## src/rtl/gcd_arbiter.sv

```systemverilog
// Purpose: shares one GCD engine among N requesters, round-robin, one op in flight.
// Latency: accept -> gcd_in_valid 1 cycle; gcd_out_valid -> resp_valid 1 cycle.
// Backpressure: req_ready only in IDLE; operand held on the engine until gcd_in_ready.
//
// Ports:
//   clk, reset                  clock and synchronous active-high reset
//   req_valid/req_ready/req_data  per-requester operand handshake (32-bit slices)
//   resp_valid/resp_data/resp_err one-hot result pulse, result, timeout flag
//   gcd_in_*/gcd_out_*          shared engine operand/result interface
//   gcd_reset                   engine reset = reset OR watchdog flush
module gcd_arbiter #(
    parameter int N       = 4,
    parameter int IDW     = $clog2(N),
    parameter int TIMEOUT = 1024
) (
    input  logic            clk,
    input  logic            reset,
    input  logic [N-1:0]    req_valid,
    input  logic [N*32-1:0] req_data,
    output logic [N-1:0]    req_ready,
    output logic [N-1:0]    resp_valid,
    output logic [15:0]     resp_data,
    output logic            resp_err,
    output logic            gcd_in_valid,
    output logic [31:0]     gcd_in_data,
    input  logic            gcd_in_ready,
    input  logic            gcd_out_valid,
    input  logic [15:0]     gcd_out_data,
    output logic            gcd_reset
);

    typedef enum logic [1:0] {S_IDLE, S_ISSUE, S_WAIT, S_FLUSH} state_t;

    state_t          state_q, state_d;
    logic [IDW-1:0]  rr_ptr_q, rr_ptr_d;
    logic [IDW-1:0]  tag_q, tag_d;
    logic [31:0]     op_q, op_d;
    logic [15:0]     wdog_q, wdog_d;
    logic [N-1:0]    resp_valid_q, resp_valid_d;
    logic [15:0]     resp_data_q, resp_data_d;
    logic            resp_err_q, resp_err_d;
    logic            gcd_in_valid_q, gcd_in_valid_d;
    logic            flush_q, flush_d;

    logic [31:0]     req_words [N];
    logic            grant_vld;
    logic [IDW-1:0]  grant_idx;
    logic [IDW-1:0]  cand;

    genvar gi;
    for (gi = 0; gi < N; gi++) begin : g_unpack
        assign req_words[gi] = req_data[32*gi +: 32];
    end

    // Round-robin search: first valid requester at or after rr_ptr, wrapping mod N.
    always_comb begin
        grant_vld = 1'b0;
        grant_idx = '0;
        cand      = '0;
        for (int k = 0; k < N; k++) begin
            cand = IDW'((int'(rr_ptr_q) + k) % N);
            if (!grant_vld && req_valid[cand]) begin
                grant_vld = 1'b1;
                grant_idx = cand;
            end
        end
    end

    always_comb begin
        req_ready = '0;
        if (state_q == S_IDLE && grant_vld) begin
            req_ready[grant_idx] = 1'b1;
        end
    end

    always_comb begin
        state_d        = state_q;
        rr_ptr_d       = rr_ptr_q;
        tag_d          = tag_q;
        op_d           = op_q;
        wdog_d         = wdog_q;
        resp_valid_d   = '0;
        resp_data_d    = resp_data_q;
        resp_err_d     = resp_err_q;
        gcd_in_valid_d = gcd_in_valid_q;
        flush_d        = 1'b0;
        case (state_q)
            S_IDLE: begin
                if (grant_vld) begin
                    op_d           = req_words[grant_idx];
                    tag_d          = grant_idx;
                    rr_ptr_d       = (grant_idx == IDW'(N-1)) ? '0 : grant_idx + IDW'(1);
                    gcd_in_valid_d = 1'b1;
                    state_d        = S_ISSUE;
                end
            end
            S_ISSUE: begin
                if (gcd_in_ready) begin
                    gcd_in_valid_d = 1'b0;
                    wdog_d         = '0;
                    state_d        = S_WAIT;
                end
            end
            S_WAIT: begin
                wdog_d = wdog_q + 16'd1;
                // A result arriving on the timeout cycle still wins: no flush.
                if (gcd_out_valid) begin
                    resp_valid_d[tag_q] = 1'b1;
                    resp_data_d         = gcd_out_data;
                    resp_err_d          = 1'b0;
                    state_d             = S_IDLE;
                end else if (wdog_q == 16'(TIMEOUT-1)) begin
                    resp_valid_d[tag_q] = 1'b1;
                    resp_data_d         = '0;
                    resp_err_d          = 1'b1;
                    flush_d             = 1'b1;
                    state_d             = S_FLUSH;
                end
            end
            S_FLUSH: begin
                state_d = S_IDLE;
            end
            default: state_d = S_IDLE;
        endcase
    end

    always_ff @(posedge clk) begin
        if (reset) begin
            state_q        <= S_IDLE;
            rr_ptr_q       <= '0;
            tag_q          <= '0;
            op_q           <= '0;
            wdog_q         <= '0;
            resp_valid_q   <= '0;
            resp_data_q    <= '0;
            resp_err_q     <= 1'b0;
            gcd_in_valid_q <= 1'b0;
            flush_q        <= 1'b0;
        end else begin
            state_q        <= state_d;
            rr_ptr_q       <= rr_ptr_d;
            tag_q          <= tag_d;
            op_q           <= op_d;
            wdog_q         <= wdog_d;
            resp_valid_q   <= resp_valid_d;
            resp_data_q    <= resp_data_d;
            resp_err_q     <= resp_err_d;
            gcd_in_valid_q <= gcd_in_valid_d;
            flush_q        <= flush_d;
        end
    end

    assign resp_valid   = resp_valid_q;
    assign resp_data    = resp_data_q;
    assign resp_err     = resp_err_q;
    assign gcd_in_valid = gcd_in_valid_q;
    assign gcd_in_data  = op_q;
    // Combinational so the engine is held in reset for the whole system reset too.
    assign gcd_reset    = reset | flush_q;

endmodule

```

## config.mk

```make
export PLATFORM = sky130hd
export DESIGN_NAME = gcd_arbiter
export DESIGN_NICKNAME = d
export VERILOG_FILES = /design/src/rtl/gcd_arbiter.sv
export SDC_FILE = /design/constraint.sdc
export NUM_CORES = 1
export LEC_CHECK = 0
export ABC_AREA = 0
export CAP_MARGIN = 20
export CORE_ASPECT_RATIO = 1.1
export CORE_MARGIN = 2
export CORE_UTILIZATION = 30
export DETAILED_ROUTE_END_ITERATION = 7
export HOLD_SLACK_MARGIN = 0.08
export PLACE_DENSITY = 0.72
export RECOVER_POWER = 50
export SLEW_MARGIN = 5
export SYNTH_ARGS = -nofsm -noshare
export SYNTH_HDL_FRONTEND = slang
export SYNTH_SLANG_ARGS = --single-unit
```

## constraint.sdc

```tcl
create_clock -name clk -period 3.2 [get_ports clk]
set_input_delay 0.8 -clock clk [delete_from_list [all_inputs] [get_ports clk]]
set_output_delay 0.8 -clock clk [all_outputs]
set_load 0.02 [all_outputs]
```

After elaboration in Yosys (flattened, before gate mapping)
Index checks and enable logic that the tools add are counted.

storage, ports and cells
  register bits after elaboration = 77
  input bits = 152
  output and inout port bits = 59

cells by class
  $add $sub $neg = 5
  magnitude comparators = 9
  eq/ne operators = 8
  muxes and demuxes = 42
  bitwise logic cells = 3
  reduce and logical (&&, ||, !) cells = 20

operators with widths
  operator                                                           number
  binary-select mux 32 bit (select 2 bit)                            1
  2-to-1 mux 32 bit                                                  2
  2-to-1 mux 16 bit                                                  3
  one-hot mux 16 bit (2 select lines)                                1
  less-than comparator 2 x 3 -> 1 bit, second input constant         6
  2-to-1 mux 2 bit                                                   9
  adder 16 x 1 -> 16 bit, second input constant                      1
  equality test 16 x 10 -> 1 bit, second input constant              1
  2-to-1 mux 1 bit                                                   15
  2-to-1 mux 4 bit                                                   3
  binary-select mux 1 bit (select 2 bit)                             4
  one-hot mux 2 bit (4 select lines)                                 1
  equality test 2 bit, second input constant                         3
  logical AND 1 bit                                                  6
  AND reduction 2 bit                                                3
  AND reduction 3 bit                                                2
  nonzero test 2 bit                                                 3
  adder 2 x 1 -> 2 bit, second input constant                        2
  adder 2 bit, second input constant                                 2
  demux 1 bit (select 2 bit)                                         2
  greater-or-equal comparator 2 x 1 -> 1 bit, second input constant  2
  inequality test 2 bit, second input constant                       2
  greater-or-equal comparator 3 bit, second input constant           1
  logical NOT 1 bit                                                  3
  9 further kinds                                                    9

Logic depth before layout (Yosys ltp)
Gate-level depths: netlist (run 1).

  depth in word-level cells = 17
  mapped depth = 7
  depth with buffers taken out = 6

Least setup slack after synthesis (run 1)
Ideal clock, no wire load.

  kind = in2out
  start = in req_valid[0]
  end = out req_ready[0]
  data arrival time = 2,167 ps
  required time = 2,400 ps
  path slack = 233 ps
  stages on the path = 6
  buffers on the path = 2
  cell sequence = a21oi_1 > o21a_1 > o22ai_2 > buf_2 > buf_4 > nor3b_1

between the ends
  longest elaborated chain between the ends = 17
  elaborated cells between the ends (all ways) = 29
  classes of those cells = 2 x order compare; 19 x mux; 8 x reduce/logical

ends and longest elaborated chain
  item                                                                                                                            line  source
  from (decl)                                                                                                                     18    input logic [N-1:0] req_valid,
  binary-select mux 1 bit (select 2 bit)                                                                                          62    if (!grant_vld && req_valid[cand]) begin
  2-to-1 mux 1 bit (implied by the code)                                                                                          62
  2-to-1 mux 1 bit                                                                                                                62
  logical NOT 1 bit                                                                                                               62
  logical AND 1 bit                                                                                                               62
  2-to-1 mux 1 bit                                                                                                                62
  logical NOT 1 bit                                                                                                               62
  logical AND 1 bit                                                                                                               62
  2-to-1 mux 1 bit                                                                                                                62
  logical NOT 1 bit                                                                                                               62
  logical AND 1 bit                                                                                                               62
  2-to-1 mux 2 bit                                                                                                                62
  less-than comparator 2 x 3 -> 1 bit (implied by the code) / greater-or-equal comparator 2 x 1 -> 1 bit (equally long branches)  72    req_ready[grant_idx] = 1'b1;
  logical AND 1 bit (implied by the code)                                                                                         72
  2-to-1 mux 1 bit (implied by the code)                                                                                          72
  demux 1 bit (select 2 bit)                                                                                                      72
  2-to-1 mux 4 bit *                                                                                                              71    if (state_q == S_IDLE && grant_vld) begin
  to (decl)                                                                                                                       20    output logic [N-1:0] req_ready,

Mark *: on every way between the ends. The rest lies on a longest branch, timed or not. The select of a mux whose other input is x is not followed.

Worst setup path in the final report (run 1)
  start = in req_valid[1]
  end = out req_ready[0]

Same word-level chain as after synthesis.

==> results.tsv, run 1 <==
stage	metric	value	unit
setup_path	CP Max Fanout	5	
setup_path	reg-to-reg endpoint	gcd_in_data[25]	
final_layout	non-filler cells, final	898	
min_path	Hold Crit Endpoint	gcd_in_data[15]	
clock_network	total CTS buffers	9	
logic_synthesis	Synth Area in Adders	0.291	%
final_layout	Layout Utilization	49.9	%
detailed_routing	DRT Pass-1 Iters	4	
timing	relative slew slack	32.0	%
logic_synthesis	largest family of logic cells by synthesized area	compound AO/OA/AOI/OAI gates	
setup_path	worst-path cell chain	clkdlybuf4s50_1, a21oi_1, o21a_1, o22ai_4, nor3b_1, buf_2	
floorplanning	Die H	129	µm
power	internal power	0.00229	W
global_route	largest net degree at the start of global routing	44	
clock_network	CTS tree	done	
logic_synthesis	Synth Cell Area	4290	µm²
logic_synthesis	Async SR Flop Fraction	0	%
logic_synthesis	average size of a mapped cell	8.42	µm²
global_route	vias in the first global route	4876	
setup_path	Critical Path AT	2340	ps
setup_path	CP Data Required Time	2400	ps
timing	count of final setup violators	0	
run_status	status	finished, final reports clean	
final_layout	Final #Nets	859	
clock_network	# Post-CTS Setup Buffers	0	
clock_network	clk sinks	77	
setup_path	worst reg2reg setup slack	840	ps
setup_path	Slowest cell on crit path	clkdlybuf4s50_1	
setup_path	CP Launch Type	input port	
placement	placed cells	883	
power	Worst VDD drop	0.287	mV
final_layout	commonest non-fill, non-tap cells in the layout	159 x clkdlybuf4s50_1, 77 x dfxtp_1, 63 x nand2_1, 52 x o21ai_0, 46 x dlygate4sd3_1	
clock_network	largest buffer count on any clock path	2	
logic_synthesis	Warnings, synthesis	0	
clock_network	Worst-Skew Late Latency	330	ps
final_layout	ant diodes	0	
floorplanning	I/O Pins	211	
detailed_routing	1st-iter DRT viols	213	
detailed_routing	Vias	4712	
final_layout	Layout area overhead	61.5	%
detailed_routing	Via density	5.25	
flow_run	total of max-cap violations	0	
global_route	grt total ovfl	0	
timing	Fin. Hold Viols	0	
logic_synthesis	Synth Area in Compound Gates	29.7	%
placement	Final GP Congestion	0.814	
placement	Buffers on Ports	210	
timing	Achievable Freq	0.319	GHz
detailed_routing	Routed WL	15200	µm
final_layout	share of layout cells above drive strength 1	10.3	%
timing	Final Max Tran Viols	0	
logic_synthesis	mux contribution to synthesized area	7.69	%
placement	HPWL after detailed placement	10900	µm
min_path	HP Class	reg -> reg	
floorplanning	core area	13900	µm²
timing	hold slack	462	ps
final_layout	design area	6930	µm²
detailed_routing	number of routed nets with antenna violations	0	
timing	worst slew pin tran	1020	ps
global_route	initial antenna violation count	0	
timing	RSZ-0062 raised after global routing	no	
floorplanning	Die W	118	µm
logic_synthesis	Distinct cells, synth	54	
logic_synthesis	synthesized net count	663	
final_layout	fillers	1314	
placement	area of placed instances	6640	µm²
detailed_routing	Remaining DRCs	0	
logic_synthesis	post-synthesis register bit count	77	
logic_synthesis	Post-Synth XOR/XNOR Area	0.612	%
setup_path	CP peak stage delay	610	ps
logic_synthesis	post-synthesis cell count	510	
timing	post-route minimum period	3140	ps
clock_network	Clock transition at path regs	60	ps
power	pwr/cell area	477	nW/µm²
logic_synthesis	Simple-Gate Fraction of Synth Area	19.8	%
logic_synthesis	Primary FF master, synth	dfxtp_1	
setup_path	critical setup path kind	in -> out	
logic_synthesis	sequential area share after synthesis	35.9	%
setup_path	worst r2r src	rr_ptr_q[1]	
power	clock power share	32.7	%
timing	final clock skew	8.28	ps
min_path	HP Start	gcd_in_data[15]	
floorplanning	die area	15300	µm²
setup_path	Worst R2R Path Depth	7	
min_path	hold depth	2	
power	Static Leakage	2.64	nW
logic_synthesis	number of enable flip-flop cells after synthesis	0	
power	Flop pwr share	33.6	%
floorplanning	Starting Density	30.9	%
timing	fin crit share	98.0	%
global_route	Total GRT Usage	19.8	%
power	logic gate share of total power	33.6	%
power	Net Switching	0.00102	W
detailed_routing	WL per Instance	16.9	µm
setup_path	Crit. End Element	primary output	
global_route	first-pass GRT wire length	24300	µm
final_layout	most common cell after layout, fill and taps aside	clkdlybuf4s50_1	
clock_network	Root Driver	clkbuf_16	
floorplanning	row count	45	
timing	Fin Setup TNS	0	ps
power	Switching Share	30.9	%
clock_network	H-tree depth	3	
==> sequential cells by signal, indices dropped and copies added, names as in the netlist <==
signal	flops
flush_q	1
gcd_in_data	32
gcd_in_valid	1
resp_data	16
resp_err	1
resp_valid	4
rr_ptr_q	2
state_q	2
tag_q	2
wdog_q	16
==> cells in the mapped netlist, drive strengths merged (4+ instances only) <==
| cell | number | share of area, % |
|---|---|---|
| a211o | 32 | 6.5 |
| a211oi | 4 | 0.70 |
| a21oi | 32 | 3.8 |
| a31oi | 4 | 0.58 |
| buf | 26 | 3.8 |
| clkbuf | 22 | 2.0 |
| dfxtp | 77 | 36 |
| mux2i | 33 | 7.7 |
| nand2 | 63 | 5.5 |
| nand2b | 5 | 0.90 |
| nand3 | 37 | 4.3 |
| nand4 | 5 | 0.73 |
| nor2 | 28 | 2.6 |
| nor3 | 9 | 1.4 |
| nor4 | 4 | 0.93 |
| o211ai | 33 | 8.1 |
| o21ai | 55 | 6.4 |
| o22ai | 4 | 1.0 |
==> worst max-delay path: cells and delay by family <==
| kind | cells | cell delay, ps |
|---|---|---|
| compound gates | 3 | 480 |
| buf+inv | 2 | 820 |
| simple gates | 1 | 240 |
==> logic make-up (layout without fill, tap and decap cells) <==
| logic type | count (synthesis) | in the layout |
|---|---|---|
| xor gates and xnor gates | 3 | 3 |
| AOI/OAI and AO/OA | 177 | 177 |
| muxes | 33 | 33 |
| adders and majority gates | 1 | 1 |
| DFF | 77 | 77 |
| buffers and inverters | 51 | 251 |
| and+or+nand+nor | 168 | 168 |
==> power groups by stage <==
stage                     Clock (W)  Combinational [W]  Sequential [W]
after floorplan                   0           0.000498         0.00122
after global placement            0            0.00112         0.00113
after detailed placement          0            0.00114         0.00113
after CTS                   0.00112            0.00114         0.00111
after global routing        0.00116            0.00119         0.00112
final                       0.00108            0.00111         0.00111
==> per-stage QoR <==
step / worst slack [ps] / total power, W
finish: 63.6 / 0.00331
global route: 18.3 / 0.00347
CTS: 15.3 / 0.00337
detailed placement: -405 / 0.00227
global placement: -351 / 0.00225
floorplan: 233 / 0.00172
==> worst max-delay path by stage <==
stage / endpoint / slack, ps / from / cells past startpoint
global placement: req_ready[3] / -350 / req_valid[0] / 8
finish: req_ready[0] / 60 / req_valid[1] / 6
CTS: req_ready[2] / 20 / req_valid[0] / 8
floorplan: req_ready[0] / 230 / req_valid[0] / 6
detailed placement: req_ready[3] / -410 / req_valid[0] / 8
global route: req_ready[3] / 20 / req_valid[2] / 9
==> area by class of cell <==
type	instances	area, µm²	area share, %
clock buffer	11	243	3.50
tap	188	235	3.39
inverter	3	11.3	0.162
multi-input combinational	382	2500	36.1
clock inverter	4	72.6	1.05
timing repair buffer	233	2330	33.6
sequential	77	1540	22.2
==> what timing repair did <==
| item | 4_1_cts | 5_1_grt |
|---|---|---|
| resized for setup | 19 | 3 |
| pin swaps | 0 | 0 |
| hold buffers | 0 | 0 |
| setup endpoints to repair | 4 | 4 |
==> metal layers <==
metal	global-route usage (%)	routed length (µm)	up-vias
li1	-	-	2268
met1	22.1	6040	2206
met2	36.1	7650	211
met3	5.50	1150	27
met4	7.23	333	0
met5	0	0	-
Note: power is estimated with default switching activity, not from simulation.
==> inputs of run 2 (changes only) <==
--- a/config.mk
+++ b/config.mk
@@ -9,12 +9,12 @@
 export CAP_MARGIN = 20
 export CORE_ASPECT_RATIO = 1.1
 export CORE_MARGIN = 2
-export CORE_UTILIZATION = 30
+export CORE_UTILIZATION = 44
 export DETAILED_ROUTE_END_ITERATION = 7
 export HOLD_SLACK_MARGIN = 0.08
-export PLACE_DENSITY = 0.72
+export PLACE_DENSITY = 0.95
 export RECOVER_POWER = 50
-export SLEW_MARGIN = 5
+export SLEW_MARGIN = 15
 export SYNTH_ARGS = -nofsm -noshare
 export SYNTH_HDL_FRONTEND = slang
 export SYNTH_SLANG_ARGS = --single-unit
==> run 2 against run 1 <==
Effect of this change:
- clock power down 29%
- critical path depth unchanged
- sequential power about the same
- routed wire length up 0.80%
- largest cell class unchanged
- hold slack better by 14 ps
- setup slack better by 4.6 ps
- sequential cell count unchanged
- die area down 31%
- largest power group is now combinational cells
- cell count down 7.0%
- critical endpoint unchanged
==> results.tsv, run 2 (synthesis gave the netlist of run 1 again) <==
stage	metric	value	unit	change
run_status	status	finished, final reports clean		
power	Switching Share	34.4	%	+3.6 points
clock_network	# hold bufs at CTS	0		unchanged
setup_path	Slowest cell on crit path	clkdlybuf4s50_1		
timing	Final Max Tran Viols	0		unchanged
detailed_routing	WL per Instance	18.3	µm	+8.4%
clock_network	clk sinks	77		unchanged
power	Net Switching	0.00104	W	+1.5%
final_layout	most common cell after layout, fill and taps aside	clkdlybuf4s50_1		
placement	HPWL after detailed placement	11400	µm	+4.0%
timing	relative slew slack	32.3	%	+0.21 points
floorplanning	row count	37		-18%
final_layout	share of layout cells above drive strength 1	11.6	%	+1.3 points
detailed_routing	Routed WL	15300	µm	+0.80%
final_layout	area of the multi-input gates	2520	µm²	+0.80%
setup_path	worst setup path end	req_ready[0]		
setup_path	critical setup path kind	in -> out		
setup_path	Critical Path AT	2330	ps	about the same
power	logic gate share of total power	37.8	%	+4.2 points
power	Worst VDD drop	0.233	mV	-19%
clock_network	Worst-Skew Late Latency	360	ps	+30 ps
min_path	hold depth	2		unchanged
power	internal power	0.00197	W	-14%
detailed_routing	Remaining DRCs	0		unchanged
timing	count of final setup violators	0		unchanged
setup_path	CP peak stage delay	570	ps	-40 ps
clock_network	CTS tree	done		
timing	Fin. Hold Viols	0		unchanged
flow_run	total of max-cap violations	0		unchanged
final_layout	fillers	704		-46%
clock_network	total CTS buffers	9		unchanged
setup_path	Worst R2R Path Depth	4		-3
clock_network	largest buffer count on any clock path	2		unchanged
timing	worst slew pin tran	1020	ps	-3.21 ps
detailed_routing	Vias	4900		+4.0%
timing	hold slack	477	ps	+14.4 ps
final_layout	Storage cell area	1540	µm²	unchanged
power	pwr/cell area	445	nW/µm²	-6.8%
detailed_routing	number of routed nets with antenna violations	0		unchanged
global_route	grt total ovfl	0		unchanged
power	clock power share	25.3	%	-7.4 points
global_route	Total GRT Usage	28.4	%	+8.6 points
global_route	first-pass GRT wire length	24200	µm	-0.26%
final_layout	ant diodes	0		unchanged
floorplanning	die area	10600	µm²	-31%
setup_path	worst reg2reg setup slack	1030	ps	+190 ps
power	Static Leakage	2.56	nW	-3.0%
setup_path	worst-path cell chain	clkdlybuf4s50_1, a21oi_1, o21a_1, o22ai_4, nor3b_4, buf_6		
floorplanning	core area	9440	µm²	-32%
final_layout	Layout area overhead	57.6	%	
global_route	largest net degree at the start of global routing	44		unchanged
setup_path	Crit. End Element	primary output		
global_route	initial antenna violation count	0		unchanged
global_route	vias in the first global route	5055		+3.7%
setup_path	reg-to-reg endpoint	resp_data[0]		
detailed_routing	Via density	5.87		+12%
setup_path	Crit. Startpoint	req_valid[1]		
floorplanning	Die H	108	µm	-17%
setup_path	CP Launch Type	input port		
timing	fin crit share	97.9	%	-0.14 points
timing	Achievable Freq	0.319	GHz	+0.15%
timing	Fin Setup TNS	0	ps	unchanged
detailed_routing	DRT Pass-1 Iters	5		+1
setup_path	worst r2r src	state_q[1]		
clock_network	Root Driver	clkbuf_8		
setup_path	CP Data Required Time	2400	ps	about the same
setup_path	CP Max Fanout	7		+2
detailed_routing	1st-iter DRT viols	213		unchanged
final_layout	Final #Nets	866		+0.81%
placement	Final GP Congestion	0.855		+5.1%
timing	final clock skew	17.9	ps	+9.58 ps
floorplanning	Starting Density	45.5	%	+15 points
final_layout	Largest register FFs	32		unchanged
clock_network	Clock transition at path regs	90	ps	+30 ps
clock_network	H-tree depth	3		unchanged
floorplanning	Die W	98.2	µm	-17%
placement	Buffers on Ports	210		unchanged
floorplanning	I/O Pins	211		unchanged
timing	post-route minimum period	3130	ps	-4.58 ps
min_path	HP Class	reg -> reg		
final_layout	commonest non-fill, non-tap cells in the layout	176 x clkdlybuf4s50_1, 77 x dfxtp_1, 63 x nand2_1, 51 x o21ai_0, 37 x nand3_1		
power	Flop pwr share	36.9	%	+3.3 points
==> run 2: per-layer routing <==
metal | up-vias | share of wire (%) | global-route usage [%]
met5 | - | 0 | 0
met4 | 0 | 4.1 | 14.5
met3 | 53 | 7.9 | 6.69
met2 | 254 | 52 | 53.0
met1 | 2306 | 36 | 29.5
li1 | 2287 | - | -
==> run 2: power groups by stage <==
stage | logic (W) | clock network [W] | registers, W
2_1_floorplan | 0.000498 | 0 | 0.00122
3_3_place_gp | 0.00109 | 0 | 0.00112
3_5_place_dp | 0.00113 | 0 | 0.00113
4_1_cts | 0.00114 | 0.000767 | 0.00111
5_1_grt | 0.00120 | 0.000806 | 0.00112
6_report | 0.00114 | 0.000762 | 0.00111
==> run 2: critical path: cells and delay by family <==
| kind | cells | cell delay (ps) |
|---|---|---|
| simple gates | 1 | 270 |
| buf+inv | 2 | 720 |
| compound gates | 3 | 540 |
==> run 2: worst min path at each step <==
stage | to | slack [ps] | start
5_1_grt | gcd_in_data[13] | 500 | gcd_in_data[13]
3_3_place_gp | gcd_in_data[19] | 450 | gcd_in_data[19]
6_report | resp_data[13] | 480 | resp_data[13]
3_5_place_dp | gcd_in_data[3] | 460 | gcd_in_data[3]
2_1_floorplan | resp_valid[3] | 460 | tag_q[0]
4_1_cts | resp_data[13] | 480 | resp_data[13]
==> run 2: layout make-up <==
type                            instances  share of cell area, %
Clock buffer                           10                   1.89
Timing Repair Buffer                  240                   34.7
Multi-Input combinational cell        382                   37.3
Inverter                                3                  0.166
Clock inverter                          6                   1.04
Tap cell                              117                   2.16
Sequential cell                        77                   22.8
==> run 2: what timing repair did <==
action                                  CTS  global route
resized for setup                        22             7
setup buffers                             1             1
endpoints found under the setup margin    4             4
pin swaps                                 2             2
endpoints found under the hold margin     0             0
==> run 2: stage by stage <==
step	setup slack, ps	instance area (µm²)	total power (W)	utilization [%]	cells
2_1_floorplan	233	4290	0.00172	-	510
3_3_place_gp	-429	6550	0.00222	69.4	817
3_5_place_dp	-561	6550	0.00226	69.4	817
4_1_cts	-31.2	6770	0.00302	71.6	834
5_1_grt	-1.16	6770	0.00313	71.6	835
6_report	68.2	6770	0.00301	71.6	835
